File: src/rtl/emu_burst_tester_pkg.sv
// rtl/emu_burst_tester_pkg.sv - shared types, constants and byte helpers for emu_burst_tester
// Package emu_tester_pkg (no ports):
//   state_e   burst FSM states
//   cmd_e     decoded host command, ordered by priority
//   bytes_of  byte count needed for a pin vector
//   get_byte / put_byte  byte-lane access on a padded vector (pin i -> byte i/8, bit i%8)
package emu_tester_pkg;

   typedef enum logic [1:0] {IDLE, HI, LO, DONE} state_e;

   typedef enum logic [2:0] {
      CMD_NONE,
      CMD_LOAD,
      CMD_GET,
      CMD_RUN,
      CMD_POP,
      CMD_WR
   } cmd_e;

   // Widest vector the byte helpers handle; host addressing never exceeds this.
   localparam int MAX_VEC_W = 128;
   typedef logic [MAX_VEC_W-1:0] vec_t;

   function automatic int bytes_of(input int width);
      return (width + 7) / 8;
   endfunction

   // Only one action per cycle: load > get > run > pop > wr.
   function automatic cmd_e cmd_pick(input logic load, input logic get, input logic run,
                                     input logic pop, input logic wr);
      if (load)     return CMD_LOAD;
      else if (get) return CMD_GET;
      else if (run) return CMD_RUN;
      else if (pop) return CMD_POP;
      else if (wr)  return CMD_WR;
      return CMD_NONE;
   endfunction

   function automatic logic [7:0] get_byte(input vec_t v, input int unsigned idx);
      return v[idx*8 +: 8];
   endfunction

   function automatic vec_t put_byte(input vec_t v, input int unsigned idx, input logic [7:0] b);
      vec_t r;
      r = v;
      r[idx*8 +: 8] = b;
      return r;
   endfunction

endpackage

File: src/rtl/emu_burst_tester_if.sv
// rtl/emu_burst_tester_if.sv - host bus interface of emu_burst_tester
// Signals: Din_emu, Addr_emu, wr/load/get/run/pop strobes (host -> tester),
//          Dout_emu, busy_emu, done_emu (tester -> host);
//          with EMU_BURST_TESTER_CMP_EN also mismatch_emu, mis_cnt_emu.
// Modports: master (host side), slave (tester side).
interface emu_burst_tester_if #(parameter int ADDR_W = 4);
   logic [7:0]        Din_emu;
   logic [ADDR_W-1:0] Addr_emu;
   logic              wr_emu;
   logic              load_emu;
   logic              get_emu;
   logic              run_emu;
   logic              pop_emu;
   logic [7:0]        Dout_emu;
   logic              busy_emu;
   logic              done_emu;
`ifdef EMU_BURST_TESTER_CMP_EN
   logic              mismatch_emu;
   logic [7:0]        mis_cnt_emu;

   modport master (output Din_emu, Addr_emu, wr_emu, load_emu, get_emu, run_emu, pop_emu,
                   input  Dout_emu, busy_emu, done_emu, mismatch_emu, mis_cnt_emu);
   modport slave  (input  Din_emu, Addr_emu, wr_emu, load_emu, get_emu, run_emu, pop_emu,
                   output Dout_emu, busy_emu, done_emu, mismatch_emu, mis_cnt_emu);
`else
   modport master (output Din_emu, Addr_emu, wr_emu, load_emu, get_emu, run_emu, pop_emu,
                   input  Dout_emu, busy_emu, done_emu);
   modport slave  (input  Din_emu, Addr_emu, wr_emu, load_emu, get_emu, run_emu, pop_emu,
                   output Dout_emu, busy_emu, done_emu);
`endif
endinterface

File: src/rtl/emu_burst_tester_capture_buf.sv
// rtl/emu_burst_tester_capture_buf.sv - burst capture register file (module emu_capture_buf)
// Ports: clk, rst_n (async active-low), clr + k_in (start of burst: zero pointers, latch K),
//        wr_en + wr_data (append sample), pop (advance read pointer modulo K),
//        rd_data (entry at read pointer), count (samples written), k (latched burst length).
module emu_capture_buf #(
   parameter int BURST_DEPTH = 16,
   parameter int DATA_W      = 16,
   parameter int PTR_W       = $clog2(BURST_DEPTH) + 1
) (
   input  logic              clk,
   input  logic              rst_n,
   input  logic              clr,
   input  logic [PTR_W-1:0]  k_in,
   input  logic              wr_en,
   input  logic [DATA_W-1:0] wr_data,
   input  logic              pop,
   output logic [DATA_W-1:0] rd_data,
   output logic [PTR_W-1:0]  count,
   output logic [PTR_W-1:0]  k
);
   localparam int IDX_W = $clog2(BURST_DEPTH);

   logic [DATA_W-1:0] mem [BURST_DEPTH];
   logic [PTR_W-1:0]  wr_ptr;
   logic [PTR_W-1:0]  rd_ptr;
   logic [PTR_W-1:0]  rd_next;

   // With k still 0 (no burst yet) the read pointer stays parked on entry 0.
   assign rd_next = ((rd_ptr + PTR_W'(1)) >= k) ? '0 : rd_ptr + PTR_W'(1);
   assign rd_data = mem[rd_ptr[IDX_W-1:0]];
   assign count   = wr_ptr;

   always_ff @(posedge clk or negedge rst_n) begin
      if (!rst_n) begin
         wr_ptr <= '0;
         rd_ptr <= '0;
         k      <= '0;
         for (int i = 0; i < BURST_DEPTH; i++) mem[i] <= '0;
      end else if (clr) begin
         wr_ptr <= '0;
         rd_ptr <= '0;
         k      <= k_in;
      end else begin
         if (wr_en) begin
            mem[wr_ptr[IDX_W-1:0]] <= wr_data;
            wr_ptr                 <= wr_ptr + PTR_W'(1);
         end
         if (pop) rd_ptr <= rd_next;
      end
   end
endmodule

File: src/rtl/emu_burst_tester.sv
// rtl/emu_burst_tester.sv - co-emulation chip-test wrapper with N-byte vectors and burst capture
// Ports: clk_emu, rst_n_emu (async active-low), host (emu_burst_tester_if.slave),
//        xclk_dut (generated DUT clock), xdut_in (DUT input pins), xdut_out (DUT output pins).
// Optional: EMU_BURST_TESTER_CMP_EN adds the expected-value bank and mismatch_emu/mis_cnt_emu.
module emu_burst_tester
   import emu_tester_pkg::*;
#(
   parameter int DUT_IN_W       = 16,
   parameter int DUT_OUT_W      = 16,
   parameter int NUM_STIM_BYTES = bytes_of(DUT_IN_W),
   parameter int NUM_OUT_BYTES  = bytes_of(DUT_OUT_W),
   parameter int ADDR_W         = 4,
   parameter int BURST_DEPTH    = 16,
   parameter int HALF_PER       = 2
) (
   input  logic                 clk_emu,
   input  logic                 rst_n_emu,
   emu_burst_tester_if.slave    host,
   output logic                 xclk_dut,
   output logic [DUT_IN_W-1:0]  xdut_in,
   input  logic [DUT_OUT_W-1:0] xdut_out
);
   localparam int PTR_W  = $clog2(BURST_DEPTH) + 1;
   localparam int HC_W   = $clog2(HALF_PER) + 1;
   localparam int STIM_W = 8 * NUM_STIM_BYTES;

   state_e               state;
   logic [HC_W-1:0]      hcnt;
   logic [STIM_W-1:0]    stim;
   logic [DUT_OUT_W-1:0] live_out;
   logic [7:0]           dout;
   logic                 busy;
   logic                 done;

   cmd_e                 cmd;
   logic                 msb;
   int unsigned          lo_idx;
   logic                 last_half;
   logic                 sample;
   logic [PTR_W-1:0]     k_new;
   logic [PTR_W-1:0]     buf_k;
   logic [PTR_W-1:0]     buf_count;
   logic [DUT_OUT_W-1:0] buf_rd;
   logic [7:0]           rd_byte;

   // Host commands are only decoded in IDLE; everything is ignored mid-burst.
   assign cmd       = (state == IDLE) ? cmd_pick(host.load_emu, host.get_emu, host.run_emu,
                                                 host.pop_emu, host.wr_emu) : CMD_NONE;
   assign msb       = host.Addr_emu[ADDR_W-1];
   assign lo_idx    = 32'(host.Addr_emu[ADDR_W-2:0]);
   assign last_half = (hcnt == HC_W'(HALF_PER - 1));
   assign sample    = (state == LO) && last_half;

   // A zero or oversized count runs a full-depth burst.
   always_comb begin
      k_new = PTR_W'(BURST_DEPTH);
      if (host.Din_emu != 8'd0 && 32'(host.Din_emu) <= BURST_DEPTH)
         k_new = PTR_W'(host.Din_emu);
   end

   always_comb begin
      rd_byte = 8'd0;
      if (lo_idx < NUM_OUT_BYTES)
         rd_byte = msb ? get_byte(MAX_VEC_W'(buf_rd), lo_idx)
                       : get_byte(MAX_VEC_W'(live_out), lo_idx);
   end

   emu_capture_buf #(
      .BURST_DEPTH (BURST_DEPTH),
      .DATA_W      (DUT_OUT_W),
      .PTR_W       (PTR_W)
   ) u_buf (
      .clk     (clk_emu),
      .rst_n   (rst_n_emu),
      .clr     (cmd == CMD_RUN),
      .k_in    (k_new),
      .wr_en   (sample),
      .wr_data (xdut_out),
      .pop     (cmd == CMD_POP),
      .rd_data (buf_rd),
      .count   (buf_count),
      .k       (buf_k)
   );

   assign host.Dout_emu = dout;
   assign host.busy_emu = busy;
   assign host.done_emu = done;

`ifdef EMU_BURST_TESTER_CMP_EN
   logic [8*NUM_OUT_BYTES-1:0] expv;
   logic                       mismatch;
   logic [7:0]                 mis_cnt;

   assign host.mismatch_emu = mismatch;
   assign host.mis_cnt_emu  = mis_cnt;
`endif

   always_ff @(posedge clk_emu or negedge rst_n_emu) begin
      if (!rst_n_emu) begin
         state    <= IDLE;
         hcnt     <= '0;
         stim     <= '0;
         live_out <= '0;
         dout     <= '0;
         busy     <= 1'b0;
         done     <= 1'b0;
         xclk_dut <= 1'b0;
         xdut_in  <= '0;
`ifdef EMU_BURST_TESTER_CMP_EN
         expv     <= '0;
         mismatch <= 1'b0;
         mis_cnt  <= '0;
`endif
      end else begin
         case (state)
            IDLE: begin
               case (cmd)
                  CMD_LOAD: xdut_in  <= stim[DUT_IN_W-1:0];
                  CMD_GET:  live_out <= xdut_out;
                  CMD_RUN: begin
                     state    <= HI;
                     hcnt     <= '0;
                     busy     <= 1'b1;
                     done     <= 1'b0;
                     xclk_dut <= 1'b1;
`ifdef EMU_BURST_TESTER_CMP_EN
                     mismatch <= 1'b0;
                     mis_cnt  <= '0;
`endif
                  end
                  CMD_POP: ;
                  CMD_WR: begin
                     if (!msb) begin
                        if (lo_idx < NUM_STIM_BYTES)
                           stim <= STIM_W'(put_byte(MAX_VEC_W'(stim), lo_idx, host.Din_emu));
                     end
`ifdef EMU_BURST_TESTER_CMP_EN
                     else if (lo_idx < NUM_OUT_BYTES)
                        expv <= (8*NUM_OUT_BYTES)'(put_byte(MAX_VEC_W'(expv), lo_idx,
                                                            host.Din_emu));
`endif
                  end
                  default: dout <= rd_byte;
               endcase
            end
            HI: begin
               if (last_half) begin
                  state    <= LO;
                  hcnt     <= '0;
                  xclk_dut <= 1'b0;
               end else begin
                  hcnt <= hcnt + HC_W'(1);
               end
            end
            LO: begin
               if (last_half) begin
                  // The buffer stores this sample on the same edge.
                  live_out <= xdut_out;
                  hcnt     <= '0;
`ifdef EMU_BURST_TESTER_CMP_EN
                  if (xdut_out != expv[DUT_OUT_W-1:0]) begin
                     mismatch <= 1'b1;
                     if (mis_cnt != 8'hFF) mis_cnt <= mis_cnt + 8'd1;
                  end
`endif
                  if ((buf_count + PTR_W'(1)) < buf_k) begin
                     state    <= HI;
                     xclk_dut <= 1'b1;
                  end else begin
                     state <= DONE;
                     busy  <= 1'b0;
                     done  <= 1'b1;
                  end
               end else begin
                  hcnt <= hcnt + HC_W'(1);
               end
            end
            default: begin
               state <= IDLE;
               done  <= 1'b0;
            end
         endcase
      end
   end
endmodule

File: src/flat_wrapper.sv
// flat-port wrapper written by rule: the top's interface ports become plain ports
module emu_burst_tester_flat import emu_tester_pkg::*;
#(
   parameter int DUT_IN_W       = 16,
   parameter int DUT_OUT_W      = 16,
   parameter int NUM_STIM_BYTES = bytes_of(DUT_IN_W),
   parameter int NUM_OUT_BYTES  = bytes_of(DUT_OUT_W),
   parameter int ADDR_W         = 4,
   parameter int BURST_DEPTH    = 16,
   parameter int HALF_PER       = 2
)
  (clk_emu, rst_n_emu, xclk_dut, xdut_in, xdut_out, host_Din_emu, host_Addr_emu, host_wr_emu, host_load_emu, host_get_emu, host_run_emu, host_pop_emu, host_Dout_emu, host_busy_emu, host_done_emu);
  emu_burst_tester_if #(.ADDR_W(ADDR_W)) host_i ();
  input  logic clk_emu;
  input  logic rst_n_emu;
  output logic xclk_dut;
  output logic [DUT_IN_W-1:0] xdut_in;
  input  logic [DUT_OUT_W-1:0] xdut_out;
  input wire logic [$bits(host_i.Din_emu)-1:0] host_Din_emu;
  input wire logic [$bits(host_i.Addr_emu)-1:0] host_Addr_emu;
  input wire logic [$bits(host_i.wr_emu)-1:0] host_wr_emu;
  input wire logic [$bits(host_i.load_emu)-1:0] host_load_emu;
  input wire logic [$bits(host_i.get_emu)-1:0] host_get_emu;
  input wire logic [$bits(host_i.run_emu)-1:0] host_run_emu;
  input wire logic [$bits(host_i.pop_emu)-1:0] host_pop_emu;
  output wire logic [$bits(host_i.Dout_emu)-1:0] host_Dout_emu;
  output wire logic [$bits(host_i.busy_emu)-1:0] host_busy_emu;
  output wire logic [$bits(host_i.done_emu)-1:0] host_done_emu;
  assign host_i.Din_emu = host_Din_emu;
  assign host_i.Addr_emu = host_Addr_emu;
  assign host_i.wr_emu = host_wr_emu;
  assign host_i.load_emu = host_load_emu;
  assign host_i.get_emu = host_get_emu;
  assign host_i.run_emu = host_run_emu;
  assign host_i.pop_emu = host_pop_emu;
  assign host_Dout_emu = host_i.Dout_emu;
  assign host_busy_emu = host_i.busy_emu;
  assign host_done_emu = host_i.done_emu;
  emu_burst_tester #(.DUT_IN_W(DUT_IN_W), .DUT_OUT_W(DUT_OUT_W), .NUM_STIM_BYTES(NUM_STIM_BYTES), .NUM_OUT_BYTES(NUM_OUT_BYTES), .ADDR_W(ADDR_W), .BURST_DEPTH(BURST_DEPTH), .HALF_PER(HALF_PER)) u_core (.clk_emu(clk_emu), .rst_n_emu(rst_n_emu), .host(host_i), .xclk_dut(xclk_dut), .xdut_in(xdut_in), .xdut_out(xdut_out));
endmodule
File: config.mk
export PLATFORM = sky130hd
export DESIGN_NAME = emu_burst_tester_flat
export DESIGN_NICKNAME = d
export VERILOG_FILES = /design/src/rtl/emu_burst_tester_pkg.sv /design/src/rtl/emu_burst_tester_if.sv /design/src/rtl/emu_burst_tester_capture_buf.sv /design/src/rtl/emu_burst_tester.sv /design/src/flat_wrapper.sv
export SDC_FILE = /design/constraint.sdc
export NUM_CORES = 1
export LEC_CHECK = 0
export ABC_AREA = 0
export CAP_MARGIN = 10
export CORE_AREA = 2 2 197 199
export CTS_CLUSTER_DIAMETER = 80
export DETAILED_ROUTE_END_ITERATION = 10
export DIE_AREA = 0 0 199 201
export PLACE_DENSITY = 0.7
export SYNTH_ARGS = -nofsm -noshare
export SYNTH_HDL_FRONTEND = slang
export SYNTH_SLANG_ARGS = --single-unit
File: constraint.sdc
create_clock -name clk_emu -period 2.7 [get_ports clk_emu]
set_clock_uncertainty 0.05 [all_clocks]
set_input_delay 0.405 -clock clk_emu [delete_from_list [all_inputs] [get_ports clk_emu]]
set_output_delay 0.405 -clock clk_emu [all_outputs]
set_load 0.02 [all_outputs]
**Word-level counts from Yosys, hierarchy flattened**

Cells that the tools add are included.

- Bits in registers: 334
- Latch bits: 0
- Bits in writable memories: 0
- Bits in read-only memories: 0
- Bits of input ports: 35
- Output and inout port bits: 27
- Logic and storage cells: 135
- Memories kept: 0

- Add/sub/neg operators: 4
- Multipliers: 0
- Div/mod/pow operators: 0
- Order comparisons: 7
- Eq/ne operators: 14
- Shift operators: 4
- Mux-type cells: 50
- Bitwise gates (word level): 6
- Reductions and logical operators: 22

Operators by type and width:

| cell | count |
|---|---|
| $bwmux 256 | 1 |
| $shiftx 128x7->8 | 2 |
| $bwmux 128 | 1 |
| $shift 8x34->128 const A | 1 |
| $shiftx 8x34->128 | 1 |
| $mux 16 | 5 |
| $bmux 16 s4 | 1 |
| $demux 16 s4 | 1 |
| $neg 6->34 | 1 |
| $pmux 16 s2 | 1 |
| $mux 5 | 6 |
| $mux 3 | 7 |
| $mux 8 | 2 |
| $mux 1 | 14 |
| $mux 2 | 6 |
| $reduce_and 4->1 | 3 |
| $add 5x1->5 const B | 2 |
| $ge 5x5->1 const B | 2 |
| $not 4->5 | 2 |
| $le 8x5->1 const B | 1 |
| $ne 2x2->1 const B | 4 |
| $reduce_and 2->1 | 4 |
| $reduce_bool 2->1 | 4 |
| $reduce_bool 8->1 | 1 |
| 23 further kinds | 34 |

**Logic depth before layout (Yosys ltp)**

- Depth in word-level cells: 11
- Mapped depth: 11
- Depth with buffers taken out: 9

**Modules after synthesis**

Synthesis repeated with hierarchy kept, for this count alone.

- Cells, all modules: 1052
- Area total of the unflattened synthesis: 15443.6 um^2

By module, submodules not included:

| module | instances | cells each | area each (um^2) |
|---|---|---|---|
| emu_capture_buf | 1 | 791 | 12378.1 |
| emu_burst_tester | 1 | 261 | 3065.4 |

**Least setup slack after synthesis**

No wires, ideal clock.

- Kind: reg-to-reg
- From: register u_core.state[0]
- To: register u_core.u_buf.mem[10] (netlist bit)
- Setup time: 0.125 ns
- Data arrival time: 2.073 ns
- Slack: 0.452 ns
- Cell stages (with the launch flop): 12
- Buffers on the path: 4
- Cells stage by stage: dfrtp_1 -> inv_1 -> ha_1 -> buf_2 -> and4bb_1 -> buf_6 -> nor2_4 -> and2_1 -> buf_6 -> nand3_4 -> buf_6 -> mux2_4

- Longest elaborated chain between the ends: 5

Ends and longest elaborated chain:

| element | line | RTL |
|---|---|---|
| start: declaration | emu_burst_tester.sv:27 | `state_e state;` |
| start signal: assignment | emu_burst_tester.sv:100 | `state <= IDLE;` |
| start signal: assignment | emu_burst_tester.sv:121 | `state <= HI;` |
| start signal: assignment | emu_burst_tester.sv:148 | `state <= LO;` |
| $logic_not 2->1 | emu_burst_tester.sv:47 | `assign cmd = (state == IDLE) ? cmd_pick(host.load_emu, host.get_emu, host.run_emu,` |
| $mux 3 | emu_burst_tester.sv:47 |  |
| $eq 3x2->1 | emu_burst_tester.sv:75 | `.clr (cmd == CMD_RUN),` |
| $not 1->1 (no source line) | n/a |  |
| $reduce_and 2->1 (no source line) * | n/a |  |
| end signal: indexed assignment | emu_burst_tester_capture_buf.sv:45 | `mem[wr_ptr[IDX_W-1:0]] <= wr_data;` |
| end: declaration | emu_burst_tester_capture_buf.sv:23 | `logic [DATA_W-1:0] mem [BURST_DEPTH];` |

Mark *: on every way between the ends. The rest lies on a longest branch, timed or not.
A chain may end at the register's enable or synchronous reset.

**Final worst setup path**

- From: register u_core.state[0]
- To: register u_core.dout[1] (netlist: u_core.host.Dout_emu[1])

- Longest elaborated chain between the ends: 6

Ends and longest elaborated chain:

| element | line | RTL |
|---|---|---|
| $logic_not 2->1 * | emu_burst_tester.sv:47, emu_burst_tester.sv:115 |  |
| $mux 3 | emu_burst_tester.sv:47 |  |
| $eq 3x2->1 (tied with other cells) | emu_burst_tester.sv:117 | `case (cmd)` |
| $reduce_or 5->1 (no source line) | n/a |  |
| $not 1->1 (no source line) | n/a |  |
| $reduce_and 2->1 (no source line) * | n/a |  |
| end signal: assignment | emu_burst_tester.sv:143 | `default: dout <= rd_byte;` |
| end: declaration | emu_burst_tester.sv:31 | `logic [7:0] dout;` |

Marked as above.

==> results.sh <==
export IMPL_synth_top_cell_by_area="dfrtp_1"
export IMPL_hold_viol_final=0
export IMPL_root_buffer="clkbuf_16"
export IMPL_setup_viol_count_final=0
export IMPL_ys_seq_area_share_pct=52.9
export IMPL_cp_end_kind="register"
export IMPL_worstReg2RegStart="u_core.state[0]$_DFFE_PN0P_"
export IMPL_grt_pass1_wl_um=58600
export IMPL_netSwitchingFraction_pct=21.5
export IMPL_powerDensity_mw_per_mm2=582
export IMPL_cts_sinks=334
export IMPL_holdWs_ns=0.383
export IMPL_htree_levels=2
export IMPL_antenna_left=0
export IMPL_synth_top_family_by_area="multiplexers"
export IMPL_antenna_found_initial=0
export IMPL_num_rows=72
export IMPL_clockBufferDepth=3
export IMPL_viasPerCell=5.49
export IMPL_synth_compound_area_share_pct=3.05
export IMPL_peakVddDrop_uv=471
export IMPL_maxSlewViolCount=0
export IMPL_path_class="reg -> reg"
export IMPL_status="finished clean"
export IMPL_io_pins=62
export IMPL_max_slew_worst_pin_slew_ns=0.816
export IMPL_power_leakage_nw=8.06
export IMPL_pwr_share_clk_pct=46.1
export IMPL_route_detailed_wl_per_inst_um=21.8
export IMPL_dp_slack_ns=-0.0249
export IMPL_synth_edf_count=0
export IMPL_n_fill_cell=3263
export IMPL_yosysWarnings=0
export IMPL_holdCritPathClass="in -> async"
export IMPL_diodes=0
export IMPL_nets=1193
export IMPL_min_period_over_period_pct=92.7
export IMPL_die_height_um=201
export IMPL_arrival_ns=2.89
export IMPL_required_ns=3.09
export IMPL_cp_start_kind="register"
export IMPL_clk_pin_slew_ns=0.06
export IMPL_grt_max_degree=92
export IMPL_portBuffers=61
export IMPL_synth_top_area_share_pct=52.9
export IMPL_die_area_mm2=0.0400
export IMPL_crit_path_start="u_core.state[0]$_DFFE_PN0P_"
export IMPL_grt_use_total_pct=19.1
export IMPL_synth_xor_xnor_area_share_pct=0.499
export IMPL_start_util_pct=41.4
export IMPL_synth_avg_cell_area_um2=14.9
export IMPL_layout_drive_gt1_share_pct=42.3
export IMPL_synth_async_reset_ratio_pct=100
export IMPL_vias=9245
export IMPL_place_congestion=0.772
export IMPL_grt_ovfl_total=0
export IMPL_synthAdderAreaFrac_pct=1.59
export IMPL_cts_tree="done"
export IMPL_syn_area_mm2=0.0158
export IMPL_numCtsBuffers=37
export IMPL_synthSimpleGateAreaFrac_pct=5.70
export IMPL_path_max_fanout=8
export IMPL_switchingPower_w=0.00229
export IMPL_firstDrtPassIters=5
export IMPL_drt_iter0_markers=571
export IMPL_drv_cap=0
export IMPL_max_freq_ghz=0.400
export IMPL_rsz0062_at_grt="false"
export IMPL_mostFrequentLayoutCells="dfrtp_1 (332), mux2_2 (263), mux4_2 (65)"
export IMPL_slew_headroom_pct=45.5
export IMPL_ys_ff_latch=334
export IMPL_first_global_vias=9825
export IMPL_fin_tns_setup_ns=0
export IMPL_fp_dieW_um=199
export IMPL_fin_ws_ns=0.198
export IMPL_syn_to_final_growth_pct=15.7
export IMPL_core_mm2=0.0381
export IMPL_route_detailed_drc=0
export IMPL_synthMuxAreaShare_pct=32.7
export IMPL_intPower_w=0.00835
export IMPL_min_period_ns=2.50
export IMPL_synthFlopType="dfrtp_1"
export IMPL_dp_hpwl_um=23100
export IMPL_p_seq_share_pct=49.3
export IMPL_synth_area_leaders="dfrtp_1 (53%), mux2_2 (19%), mux4_2 (9.3%), mux2_4 (3.8%), buf_6 (1.6%)"
export IMPL_wirelength_um=36700
export IMPL_combPwrFrac_pct=4.6
export IMPL_synth_cells=1061
export IMPL_clk_latency_ns=0.52
export IMPL_final_common_cell="dfrtp_1"
export IMPL_yosys_cell_types_count=50
export IMPL_syn_nets=1116
[metal layers]
metal / track usage (%) / part of all wire, % / routed length (µm)
met5: 0 / 0 / 0
met2: 31.7 / 49 / 18200
met3: 2.86 / 4.4 / 1610
met1: 25.7 / 44 / 16000
met4: 5.92 / 2.6 / 966
[logic make-up after synthesis]
family / Yosys count
DFF: 334
buffers and inverters: 94
adders and majority gates: 20
muxes: 381
and+or+nand+nor: 154
AOI/OAI and AO/OA: 69
xor gates and xnor gates: 9
[cell type report]
cell class | count | area, µm² | share of cell area (%)
repair buffers | 110 | 1110 | 6.08
multi-input cells | 633 | 6870 | 37.6
inverters | 22 | 82.6 | 0.452
clock buffers | 61 | 1130 | 6.17
well taps | 518 | 648 | 3.55
clock inverters | 5 | 61.3 | 0.336
flip-flops and latches | 334 | 8370 | 45.8
[through the flow]
step / power [W] / cell area, µm² / std cells / util, %
floorplan: 0.00555 / 15800 / 1061 / -
detailed placement: 0.00583 / 17000 / 1613 / 44.6
global route: 0.0110 / 18300 / 1683 / 47.9
finish: 0.0106 / 18300 / 1683 / 47.9
global placement: 0.00580 / 17000 / 1613 / 44.6
CTS: 0.0107 / 18200 / 1680 / 47.8
[power by group through the flow]
stage	clock network [W]	logic (W)	registers (W)
6_report	0.00490	0.000491	0.00524
5_1_grt	0.00520	0.000544	0.00526
4_1_cts	0.00499	0.000502	0.00524
3_5_place_dp	0	0.000497	0.00533
3_3_place_gp	0	0.000481	0.00532
2_1_floorplan	0	0.000247	0.00530
[cell usage after synthesis, types with 3 or more instances]
cell and n:
mux2_4 40, o2111ai_1 10, o211ai_1 6, mux2i_1 13, mux2_2 263, nand2_1 54, o21ai_0 14, clkbuf_1 33
nor2b_1 3, and2_1 5, a22oi_1 10, nand3_4 4, buf_4 7, a21oi_1 11, nand2b_1 3, nand3_1 39
nor2_1 12, xnor2_1 6, xor2_1 3, ha_1 20, nor4_1 3, nor3_1 6, buf_6 23, buf_2 7
dfrtp_1 334, a211o_1 4, nand2_4 12, inv_1 21, a22o_1 5, mux4_2 65
[state kept, by name (all words and copies together) (netlist names)]
| register | flops |
|---|---|
| u_core.host.Dout_emu | 8 |
| u_core.xclk_dut | 1 |
| u_core.u_buf.mem | 256 |
| u_core.u_buf.count | 5 |
| u_core.stim | 16 |
| u_core.host.done_emu | 1 |
| u_core.u_buf.rd_ptr | 5 |
| u_core.live_out | 16 |
| u_core.state | 2 |
| u_core.hcnt | 2 |
| u_core.xdut_in | 16 |
| u_core.u_buf.k | 5 |
| u_core.host.busy_emu | 1 |
[critical path, stage by stage, from the launching register on]
cell	delay, ns
dfrtp_1	0.42
inv_1	0.13
ha_1	0.25
nor3b_4	0.35
nand2_1	0.19
nor4_2	0.27
buf_4	0.27
o2111ai_1	0.31
nand3_1	0.19
[repair_timing]
item	CTS	global route
hold buffers	1	0
resized for setup	0	1
endpoints found under the setup margin	0	47
hold endpoints to repair	55	0
buffers inserted	0	3
[path summary, 6_finish.rpt]
path / end / slack (ns) / depth (start not counted)
setup / recovery: u_core.host.Dout_emu[1]$_DFFE_PN0P_ / 0.20 / 8
hold / removal: u_core.state[1]$_DFFE_PN0P_ / 0.38 / 2
setup reg to reg: u_core.host.Dout_emu[1]$_DFFE_PN0P_ / 0.20 / 8
hold reg to reg: u_core.host.Dout_emu[5]$_DFFE_PN0P_ / 0.43 / 2
max in group asynchronous: u_core.u_buf.mem[114]$_DFFE_PN0P_ / 1.35 / 3
min in group clk_emu: u_core.host.Dout_emu[5]$_DFFE_PN0P_ / 0.43 / 2
No activity file was read; power rests on OpenSTA's default activity.
